### config.mk
export PLATFORM = sky130hd
export DESIGN_NAME = est_exp_25b_flat
export DESIGN_NICKNAME = d
export VERILOG_FILES = /design/src/rtl/fmt_25b_pkg.sv /design/src/rtl/est_exp_25b_if.sv /design/src/rtl/div_man_25b.sv /design/src/rtl/mlt_25b.sv /design/src/rtl/est_exp_25b.sv /design/src/flat_wrapper.sv
export SDC_FILE = /design/constraint.sdc
export NUM_CORES = 1
export LEC_CHECK = 0
export BUFFER_PORTS_ARGS = -buffer_cell sky130_fd_sc_hd__buf_2
export CORE_MARGIN = 2
export CORE_UTILIZATION = 55
export DETAILED_ROUTE_END_ITERATION = 8
export PLACE_DENSITY_LB_ADDON = 0.15
export REMOVE_ABC_BUFFERS = 1
export SYNTH_ARGS = -nofsm -noshare
export SYNTH_HDL_FRONTEND = slang
export SYNTH_SLANG_ARGS = --single-unit
### constraint.sdc
create_clock -name i_clk -period 29.7 [get_ports i_clk]
set_clock_uncertainty 0.2 [all_clocks]
set_input_delay 2.97 -clock i_clk [delete_from_list [all_inputs] [get_ports i_clk]]
set_output_delay 2.97 -clock i_clk [all_outputs]
set_load 0.05 [all_outputs]
### src/rtl/fmt_25b_pkg.sv
// rtl/fmt_25b_pkg.sv - 25-bit float word fields, FSM states and helpers
// Word layout: [25] sign, [24:17] exponent (bias 127), [16:0] fraction with
// hidden 1. An exponent of zero encodes zero; no denormals, inf or NaN.
package fmt_25b_pkg;

    localparam int WORD_W   = 26;
    localparam int SIGN_BIT = 25;
    localparam int EXP_MSB  = 24;
    localparam int EXP_LSB  = 17;
    localparam int EXP_W    = 8;
    localparam int FRAC_W   = 17;

    // Exponent arithmetic is carried in signed 10 bits so that over- and
    // underflow stay visible before packing.
    localparam logic signed [9:0] BIAS    = 10'sd127;
    localparam logic signed [9:0] EXP_MAX = 10'sd254;

    typedef logic [WORD_W-1:0] word_t;

    typedef enum logic [1:0] {
        ST_IDLE,
        ST_WAIT1,
        ST_DIV,
        ST_TRACK
    } state_t;

    function automatic logic is_zero(input word_t w);
        return w[EXP_MSB:EXP_LSB] == '0;
    endfunction

    // Packs a sign / wide exponent / fraction triple, saturating to the
    // largest magnitude above EXP_MAX and flushing to zero below 1.
    function automatic word_t pack(input logic s, input logic signed [9:0] e,
                                   input logic [FRAC_W-1:0] f);
        if (e > EXP_MAX)
            return {s, 8'hFE, {FRAC_W{1'b1}}};
        else if (e < 10'sd1)
            return '0;
        else
            return {s, e[EXP_W-1:0], f};
    endfunction

endpackage

### src/rtl/est_exp_25b_if.sv
// rtl/est_exp_25b_if.sv - sample stream handshake for est_exp_25b
// i_valid : sample valid (master -> slave)
// i_val   : sample word  (master -> slave)
// o_ready : slave can accept (slave -> master)
interface est_exp_25b_if;
    import fmt_25b_pkg::*;

    logic  i_valid;
    logic  o_ready;
    word_t i_val;

    modport master (output i_valid, output i_val, input o_ready);
    modport slave  (input i_valid, input i_val, output o_ready);
endinterface

### src/rtl/div_man_25b.sv
// rtl/div_man_25b.sv - iterative 18-bit restoring mantissa divider
// i_start : load operands (ignored while busy)
// i_num   : dividend mantissa 1.f, i_den : divisor mantissa 1.f
// o_busy  : iterating, o_done : one-cycle pulse, o_quo valid
// o_quo   : quotient, bit 17 is the integer bit
module div_man_25b (
    input  logic        i_clk,
    input  logic        i_rst,
    input  logic        i_start,
    input  logic [17:0] i_num,
    input  logic [17:0] i_den,
    output logic        o_busy,
    output logic        o_done,
    output logic [17:0] o_quo
);
    // Partial remainder stays below twice the divisor, so 19 bits suffice.
    logic [18:0] rem;
    logic [17:0] den;
    logic [4:0]  cnt;
    logic        ge;
    logic [18:0] diff;

    always_comb begin
        ge   = rem >= {1'b0, den};
        diff = rem - {1'b0, den};
    end

    always_ff @(posedge i_clk) begin
        if (i_rst) begin
            rem    <= '0;
            den    <= '0;
            cnt    <= '0;
            o_busy <= 1'b0;
            o_done <= 1'b0;
            o_quo  <= '0;
        end else begin
            o_done <= 1'b0;
            if (i_start && !o_busy) begin
                rem    <= {1'b0, i_num};
                den    <= i_den;
                cnt    <= 5'd18;
                o_busy <= 1'b1;
                o_quo  <= '0;
            end else if (o_busy) begin
                rem   <= ge ? {diff[17:0], 1'b0} : {rem[17:0], 1'b0};
                o_quo <= {o_quo[16:0], ge};
                cnt   <= cnt - 5'd1;
                if (cnt == 5'd1) begin
                    o_busy <= 1'b0;
                    o_done <= 1'b1;
                end
            end
        end
    end
endmodule

### src/rtl/mlt_25b.sv
// rtl/mlt_25b.sv - combinational 25-bit float multiplier, truncating
// i_a, i_b : operands, o_p : product (zero if either operand is zero)
module mlt_25b
    import fmt_25b_pkg::*;
(
    input  word_t i_a,
    input  word_t i_b,
    output word_t o_p
);
    logic [35:0]       prod;
    logic [18:0]       top;
    logic signed [9:0] e;

    always_comb begin
        prod = {1'b1, i_a[16:0]} * {1'b1, i_b[16:0]};
        top  = 19'(prod >> 17);
        e    = $signed({2'b00, i_a[EXP_MSB:EXP_LSB]})
             + $signed({2'b00, i_b[EXP_MSB:EXP_LSB]}) - BIAS;
        if (is_zero(i_a) || is_zero(i_b))
            o_p = '0;
        else if (top[18])
            o_p = pack(i_a[SIGN_BIT] ^ i_b[SIGN_BIT], e + 10'sd1, top[17:1]);
        else
            o_p = pack(i_a[SIGN_BIT] ^ i_b[SIGN_BIT], e, top[16:0]);
    end
endmodule

### src/rtl/est_exp_25b.sv
// rtl/est_exp_25b.sv - recovers alpha/delta of an alpha*delta^t sample stream
// i_clk, i_rst (sync, active-high), i_start : restart estimation
// s_in    : sample stream (i_valid / i_val / o_ready)
// o_alpha : first sample, o_delta : x1/x0, o_done : estimate valid
// o_err   : sticky divide-by-zero or tracking mismatch
// o_cnt   : accepted samples, saturating
// Optional: EST_EXP_25B_REFIT_EN re-estimates delta on a tracking mismatch.
module est_exp_25b
    import fmt_25b_pkg::*;
#(
    parameter int P_TOL   = 2,
    parameter int P_CNT_W = 16
) (
    input  logic               i_clk,
    input  logic               i_rst,
    input  logic               i_start,
    est_exp_25b_if.slave       s_in,
    output word_t              o_alpha,
    output word_t              o_delta,
    output logic               o_done,
    output logic               o_err,
    output logic [P_CNT_W-1:0] o_cnt
);
    state_t            state, nxt;
    logic              rdy, xfer, match;
    word_t             prev, num, den, pred, res;
    logic              div_go, div_busy, div_done;
    logic [17:0]       quo;
    logic [16:0]       fdiff;
    logic signed [9:0] e_div;

    assign xfer = s_in.i_valid && rdy;

    mlt_25b u_mlt (.i_a(prev), .i_b(o_delta), .o_p(pred));

    // i_start also abandons a division in flight.
    div_man_25b u_div (
        .i_clk  (i_clk),
        .i_rst  (i_rst || i_start),
        .i_start(div_go && !div_busy),
        .i_num  ({1'b1, num[16:0]}),
        .i_den  ({1'b1, den[16:0]}),
        .o_busy (div_busy),
        .o_done (div_done),
        .o_quo  (quo)
    );

    always_comb begin
        fdiff = (s_in.i_val[16:0] >= pred[16:0]) ? s_in.i_val[16:0] - pred[16:0]
                                                 : pred[16:0] - s_in.i_val[16:0];
        match = (s_in.i_val[SIGN_BIT] == pred[SIGN_BIT])
             && (s_in.i_val[EXP_MSB:EXP_LSB] == pred[EXP_MSB:EXP_LSB])
             && (fdiff <= 17'(P_TOL));
    end

    // Quotient below 1 is renormalised by one place; the result is truncated.
    always_comb begin
        e_div = $signed({2'b00, num[EXP_MSB:EXP_LSB]})
              - $signed({2'b00, den[EXP_MSB:EXP_LSB]}) + BIAS;
        if (is_zero(den) || is_zero(num))
            res = '0;
        else if (quo[17])
            res = pack(num[SIGN_BIT] ^ den[SIGN_BIT], e_div, quo[16:0]);
        else
            res = pack(num[SIGN_BIT] ^ den[SIGN_BIT], e_div - 10'sd1, {quo[15:0], 1'b0});
    end

    always_ff @(posedge i_clk) begin
        if (i_rst) state <= ST_IDLE;
        else       state <= nxt;
    end

    always_comb begin
        nxt = state;
        if (i_start) begin
            nxt = ST_IDLE;
        end else begin
            case (state)
                ST_IDLE:  if (xfer) nxt = ST_WAIT1;
                ST_WAIT1: if (xfer) nxt = ST_DIV;
                ST_DIV:   if (div_done) nxt = ST_TRACK;
                ST_TRACK: begin
`ifdef EST_EXP_25B_REFIT_EN
                    if (xfer && !match) nxt = ST_DIV;
`endif
                end
                default:  nxt = ST_IDLE;
            endcase
        end
    end

    always_comb begin
        rdy = (state != ST_DIV);
    end
    assign s_in.o_ready = rdy;

    always_ff @(posedge i_clk) begin
        if (i_rst) begin
            o_alpha <= '0;
            o_delta <= '0;
            o_done  <= 1'b0;
            o_err   <= 1'b0;
            o_cnt   <= '0;
            prev    <= '0;
            num     <= '0;
            den     <= '0;
            div_go  <= 1'b0;
        end else if (i_start) begin
            o_done <= 1'b0;
            o_err  <= 1'b0;
            o_cnt  <= '0;
            div_go <= 1'b0;
        end else begin
            div_go <= 1'b0;
            if (xfer) begin
                prev <= s_in.i_val;
                if (o_cnt != '1) o_cnt <= o_cnt + 1'b1;
                case (state)
                    ST_IDLE: o_alpha <= s_in.i_val;
                    ST_WAIT1: begin
                        num    <= s_in.i_val;
                        den    <= prev;
                        div_go <= 1'b1;
                    end
                    ST_TRACK: begin
                        if (!match) begin
`ifdef EST_EXP_25B_REFIT_EN
                            num    <= s_in.i_val;
                            den    <= prev;
                            div_go <= 1'b1;
                            o_done <= 1'b0;
`else
                            o_err  <= 1'b1;
`endif
                        end
                    end
                    default: ;
                endcase
            end
            // den is the first sample of the segment being estimated.
            if (state == ST_DIV && div_done) begin
                o_delta <= res;
                o_alpha <= den;
                o_done  <= 1'b1;
                if (is_zero(den)) o_err <= 1'b1;
            end
        end
    end
endmodule

### src/flat_wrapper.sv
// flat-port wrapper written by rule: the top's interface ports become plain ports
module est_exp_25b_flat import fmt_25b_pkg::*;
#(
    parameter int P_TOL   = 2,
    parameter int P_CNT_W = 16
)
  (i_clk, i_rst, i_start, o_alpha, o_delta, o_done, o_err, o_cnt, s_in_i_valid, s_in_i_val, s_in_o_ready);
  est_exp_25b_if s_in_i ();
  input  logic i_clk;
  input  logic i_rst;
  input  logic i_start;
  output word_t o_alpha;
  output word_t o_delta;
  output logic o_done;
  output logic o_err;
  output logic [P_CNT_W-1:0] o_cnt;
  input wire logic [$bits(s_in_i.i_valid)-1:0] s_in_i_valid;
  input wire logic [$bits(s_in_i.i_val)-1:0] s_in_i_val;
  output wire logic [$bits(s_in_i.o_ready)-1:0] s_in_o_ready;
  assign s_in_i.i_valid = s_in_i_valid;
  assign s_in_i.i_val = s_in_i_val;
  assign s_in_o_ready = s_in_i.o_ready;
  est_exp_25b #(.P_TOL(P_TOL), .P_CNT_W(P_CNT_W)) u_core (.i_clk(i_clk), .i_rst(i_rst), .i_start(i_start), .s_in(s_in_i), .o_alpha(o_alpha), .o_delta(o_delta), .o_done(o_done), .o_err(o_err), .o_cnt(o_cnt));
endmodule
Word level (Yosys, flattened, before mapping)
Index checks and enable logic that the tools add are counted.
Widths: inputs -> output; s select.
{ "word_totals": {"in_bits": 30, "word_cells": 121, "output_inout_bits": 71, "ff_bits": 213} }
{ "op_classes": {"n_eq_ne": 11, "bitwise_logic": 5, "n_mux": 35, "reduce_logical": 29, "order_cmp": 11, "n_addsub": 11, "n_mul": 1} }
{ "ops": {"columns": ["cell", "count"], "rows": [
  ["$mux 26", 15],
  ["$gt 10x9->1 const B", 4],
  ["$lt 10x2->1 const B", 4],
  ["$mul 18x18->36", 1],
  ["$mux 18", 2],
  ["$sub 17x17->17", 2],
  ["$logic_not 8->1", 4],
  ["$ge 19x18->1", 1],
  ["$mux 19", 1],
  ["$sub 18x18->18", 1],
  ["$ge 17x17->1", 1],
  ["$le 17x2->1 const B", 1],
  ["$mux 17", 1],
  ["$add 16x1->16 const B", 1],
  ["$ne 16x16->1 const B", 1],
  ["$add 10x2->10 const B", 1],
  ["$add 10x8->10 const B", 1],
  ["$mux 1", 10],
  ["$mux 5", 2],
  ["$sub 10x2->10 const B", 1],
  ["$sub 9x7->10 const B", 1],
  ["$add 8x8->9", 1],
  ["$sub 8x8->9", 1],
  ["$eq 8x8->1", 1],
  ["22 further kinds", 44]
]} }

Longest topological paths before layout
{ "depth": {"depth_word": 17, "ltp_mapped": 44} }

Modules after synthesis
Synthesis repeated with hierarchy kept, for this count alone.
{ "hier_totals": {"hier_cells": 3091, "area_unflattened_um2": 25001.5} }
{ "modules_own_cells": {"columns": ["module", "seq_area_each_um2", "area_each_um2", "n_inst", "cells_per_inst"], "rows": [
  ["mlt_25b", 0.0, 11707.5, 1, 1393],
  ["est_exp_25b", 3022.9, 9646.8, 1, 1255],
  ["div_man_25b", 1241.2, 3647.2, 1, 443]
]} }

Worst setup path before layout
Ideal clock, no wire load.
{ "synth_path": {"kind": "flip-flop to flip-flop", "from": "reg u_core.o_delta[11]", "to": "reg u_core.o_err", "stages_incl_launch_ff": 41, "t_arrival_ns": 10.049, "synth_period_minus_slack_ns": 10.368, "slack_ns": 19.332, "cell_sequence": "dfxtp_1 > clkbuf_1 > clkbuf_1 > nand2_1 > fa_1 > inv_1 > fa_1 > fa_1 > fa_1 > fa_1 > inv_1 > fa_1 > inv_1 > ha_1 > nand4_1 > a2111oi_0 > o211ai_1 > o211a_1 > (+5 left out) > o22ai_1 > or2_2 > inv_1 > ha_1 > clkbuf_1 > a21o_1 > a21oi_1 > a21oi_1 > o2111a_1 > o21a_1 > buf_2 > buf_2 > a2111oi_0 > a31oi_1 > xor2_1 > a2111oi_2 > nand4_1 > o31a_1"} }
{ "synth_between": {"elab_chain_cells": 14, "elab_cells_between_ends": 21, "classes_between": "2 x add/sub; 1 x mul; 2 x order compare; 2 x eq/ne; 12 x mux; 2 x reduce/logical"} }
{ "synth_lines": {"columns": ["item", "line", "source"], "rows": [
  ["start: declaration", "est_exp_25b.sv:19", "output word_t o_delta,"],
  ["start signal: assignment", "est_exp_25b.sv:142", "o_delta <= res;"],
  ["$mul 18x18->36 *", "mlt_25b.sv:15", "prod = {1'b1, i_a[16:0]} * {1'b1, i_b[16:0]};"],
  ["$mux 26", "fmt_25b_pkg.sv:37", "else if (e < 10'sd1)"],
  ["$mux 26", "fmt_25b_pkg.sv:35", "if (e > EXP_MAX)"],
  ["$mux 26 *", "mlt_25b.sv:21", "else if (top[18])"],
  ["$mux 26 *", "mlt_25b.sv:19", "if (is_zero(i_a) || is_zero(i_b))"],
  ["$sub 17x17->17 (tied with other cells)", "est_exp_25b.sv:50", ": pred[16:0] - s_in.i_val[16:0];"],
  ["$mux 17", "est_exp_25b.sv:49", "fdiff = (s_in.i_val[16:0] >= pred[16:0]) ? s_in.i_val[16:0] - pred[16:0]"],
  ["$le 17x2->1", "est_exp_25b.sv:53", "&& (fdiff <= 17'(P_TOL));"],
  ["$logic_and 1x1->1 *", "est_exp_25b.sv:53", null],
  ["$mux 1 *", "est_exp_25b.sv:126", "if (!match) begin"],
  ["$mux 1 *", "est_exp_25b.sv:118", "case (state)"],
  ["$mux 1 *", "est_exp_25b.sv:115", "if (xfer) begin"],
  ["$mux 1", "est_exp_25b.sv:145", "if (is_zero(den)) o_err <= 1'b1;"],
  ["$mux 1 *", "est_exp_25b.sv:141", "if (state == ST_DIV && div_done) begin"],
  ["end signal: assignment", "est_exp_25b.sv:110", "o_err <= 1'b0;"],
  ["end signal: assignment", "est_exp_25b.sv:133", "o_err <= 1'b1;"],
  ["end signal: assignment", "est_exp_25b.sv:145", null],
  ["end: declaration", "est_exp_25b.sv:21", "output logic o_err,"]
]} }
Mark *: on every way between the ends. The rest lies on a longest branch, timed or not.
A chain may end at the register's enable or synchronous reset.

Final worst setup path
{ "layout_path": {"from": "reg u_core.o_delta[6]", "to": "reg u_core.o_err"} }
The elaborated chain is that of the path after synthesis.

==> flow_metrics.env <==
export IMPL_finalWeightedCongestion=0.9475
export IMPL_remaining_drc_errors=0
export IMPL_met2_usage_pct=54.75
export IMPL_cts_hold_buffers=0
export IMPL_stdcell_area_um2=25060
export IMPL_dr_total_vias=20730
export IMPL_layout_nets=3414
export IMPL_crit_cells=37
export IMPL_p_total_uw=695.6
export IMPL_met3_usage_pct=3.806
export IMPL_clk_pin_slew_ps=60
export IMPL_tightest_slew_ps=1139
export IMPL_vias_per_cell=5.952
export IMPL_yosys_top_cells_area="fa_1 (22%), dfxtp_1 (18%), ha_1 (10%), nand2_1 (7.8%), inv_1 (6.2%)"
export IMPL_r2r_setup_slack_ps=17560
export IMPL_crit_path_end="u_core.o_err$_SDFF_PP0_"
export IMPL_tns_ps=0
export IMPL_arrival_ps=12360
export IMPL_cts_num_sinks=213
export IMPL_cp_required_ps=29910
export IMPL_criticalPathCategory="reg -> reg"
export IMPL_cp_top_family="adder cells"
export IMPL_port_buffers=100
export IMPL_ys_types=89
export IMPL_r2r_start="u_core.o_delta[6]$_SDFFE_PP0P_"
export IMPL_synth_warnings=0
export IMPL_synth_most_common_cell="nand2_1"
export IMPL_maxCapViolations=0
export IMPL_io_pins=101
export IMPL_h_tree_depth=1
export IMPL_postRouteAntennaNets=0
export IMPL_r2r_cells=37
export IMPL_numCtsBuffers=23
export IMPL_drt_iter0_markers=1544
export IMPL_yosysSeqAreaShare_pct=18.13
export IMPL_postCtsSetupBuffers=0
export IMPL_rows=75
export IMPL_cts_resized=0
export IMPL_grt_ovfl_total=0
export IMPL_grt_usage_pct=31.53
export IMPL_dpl_cell_area_um2=24340
export IMPL_root_buffer="clkbuf_16"
export IMPL_die_y_um=210.8
export IMPL_firstDrtPassIters=7
export IMPL_max_stage_delay_ps=830
export IMPL_place_ws_ps=17660
export IMPL_fmax_mhz=82.35
export IMPL_whs_ps=251.6
export IMPL_coreArea_um2=42040
export IMPL_die_area_um2=44430
export IMPL_async_flop_share_pct=0
export IMPL_fillerInstances=3837
export IMPL_yosysTopAreaCell="fa_1"
export IMPL_initial_core_util_pct=55.95
export IMPL_grt_antenna_before_repair=0
export IMPL_powerDensity_nw_per_um2=27.75
export IMPL_crit_fanout=33
export IMPL_slew_headroom_pct=23.82
export IMPL_synthesis_area_um2=23520
export IMPL_grt_max_degree=64
export IMPL_startpoint_type="flop"
export IMPL_ys_flop_type="dfxtp_1"
export IMPL_grt_pass1_wl_mm=111.4
export IMPL_insertion_delay_ps=530
export IMPL_grt_pass1_vias=20660
export IMPL_synthCells=2928
export IMPL_slowest_stage="dfxtp_1"
export IMPL_syn2layout_area_growth_pct=6.554
export IMPL_synth_commonest_cells="nand2_1 (491), inv_1 (389), fa_1 (259)"
export IMPL_use_met1_pct=41.37
export IMPL_whs_path_depth=2
export IMPL_fin_ws_ps=17560
export IMPL_period_needed_ps=12140
export IMPL_num_antenna_cells=0
export IMPL_worstSetupEndpointType="flop"
export IMPL_leakage_uw=0.01177
export IMPL_ir_drop_v=0.00005238
export IMPL_cpMostUsedCell="fa_1"
export IMPL_ys_seq_elements=213
export IMPL_hold_viol=0
export IMPL_synth_edf_count=0
export IMPL_outcome="finished, final reports clean"
export IMPL_dp_hpwl_mm=52.37
export IMPL_final_layout_size_suffix_gt1_share_pct=7.269
export IMPL_wl_per_cell_um=19.85
export IMPL_busiest_layer="met2"
export IMPL_drv_slew=0
export IMPL_die_w_um=210.8
export IMPL_rr_endpoint="u_core.o_err$_SDFF_PP0_"
export IMPL_rsz0062_at_grt="no"
export IMPL_tritoncts="done"
export IMPL_worstSetupStartpoint="u_core.o_delta[6]$_SDFFE_PP0P_"
export IMPL_routed_wl_mm=69.12
export IMPL_syn_area_per_cell_um2=8.033
export IMPL_ctsLongestPathBuffers=3
export IMPL_yosysTopAreaCellShare_pct=22.04
export IMPL_finalSetupViolations=0
export IMPL_fin_crit_sh_pct=40.89
export IMPL_hp_class="reg -> reg"
export IMPL_path_buf_inv=6
## flip-flops by register name, summed over array words and instances, names as in the netlist
register,cells
u_core.den,26
u_core.num,26
u_core.o_alpha,26
u_core.o_delta,26
u_core.prev,26
u_core.u_div.rem,19
u_core.u_div.den,18
u_core.u_div.o_quo,18
u_core.o_cnt,16
u_core.u_div.cnt,5
u_core.state,2
u_core.div_go,1
u_core.o_done,1
u_core.o_err,1
u_core.u_div.o_busy,1
u_core.u_div.o_done,1
## power breakdown
part	total (µW)	switching, µW	internal [µW]
registers	300	8.64	291
clock network	279	118	162
logic	117	80.4	36.6
## placed cells by master, fill, tap and decap left out, types with 6 or more instances in the layout
master and instances:
nand2_1 490, inv_1 389, fa_1 259, a21oi_1 213, dfxtp_1 212, ha_1 197, nor2_1 170, and2_1 119
buf_2 99, o21ai_0 83, nand3_1 62, mux2i_1 46, xnor2_1 42, a21o_1 34, nor3_1 34, o21ai_1 30
xor2_1 28, a311oi_1 28, buf_4 27, and3_1 24, clkbuf_16 23, or3_1 19, o21a_1 18, o211ai_1 18
nand2b_1 17, nand4_1 16, nor2b_1 16, a211oi_1 14, or2_2 13, nor4_1 13, a31oi_1 12, mux2_2 11
o31ai_1 9, o22ai_1 9, a21boi_0 8, o221ai_1 7, o21bai_1 6, clkbuf_1 6
## metal layers
metal / share of wire (%) / vias up / wire length (µm)
met5: 0 / - / 0
li1: - / 9606 / -
met2: 49 / 774 / 33600
met3: 6.5 / 138 / 4498
met1: 42 / 10210 / 28820
met4: 3.2 / 0 / 2210
## final cells by class
cell class                      count  area (µm²)  share of cell area [%]
Tap cell                          539       674.4                   2.691
Clock buffer                       33       653.1                   2.606
Inverter                          391        1468                   5.856
Multi-Input combinational cell   2173       17230                   68.76
Clock inverter                      8       71.32                  0.2846
Sequential cell                   213        4265                   17.02
Timing Repair Buffer              126       698.2                   2.786
## worst register-to-register path, delay by kind of cell, from the launching register on
family,cells,cell delay [ps]
adder cells (fa/ha/maj),8,3710
AO/OA/AOI/OAI,10,3240
AND/OR/NAND/NOR,11,2680
buffers and inverters,6,910
flip-flops,1,830
multiplexers,1,290
XOR/XNOR,1,190
## cell families after synthesis
logic type,synth area share [%]
xor+xnor,3.038
simple gates,20.20
fa+ha+maj,32.52
flops,18.13
buf+inv,8.724
compound gates,14.85
mux,2.532
## metrics by stage
stage / utilization, % / cells
final: 59.61 / 3483
after global routing: 59.61 / 3483
after CTS: 59.61 / 3483
after detailed placement: 57.89 / 3442
after global placement: 57.89 / 3442
after floorplan: - / 2777
## worst min path at each step
stage	start	slack, ps	to
floorplan	u_core.num[10]$_SDFFE_PP0P_	230	u_core.num[10]$_SDFFE_PP0P_
global placement	u_core.o_delta[10]$_SDFFE_PP0P_	240	u_core.o_delta[10]$_SDFFE_PP0P_
detailed placement	u_core.o_delta[10]$_SDFFE_PP0P_	240	u_core.o_delta[10]$_SDFFE_PP0P_
CTS	u_core.o_delta[10]$_SDFFE_PP0P_	250	u_core.o_delta[10]$_SDFFE_PP0P_
global route	u_core.num[0]$_SDFFE_PP0P_	280	u_core.num[0]$_SDFFE_PP0P_
finish	u_core.num[12]$_SDFFE_PP0P_	250	u_core.num[12]$_SDFFE_PP0P_
No activity file was read; power rests on OpenSTA's default activity.
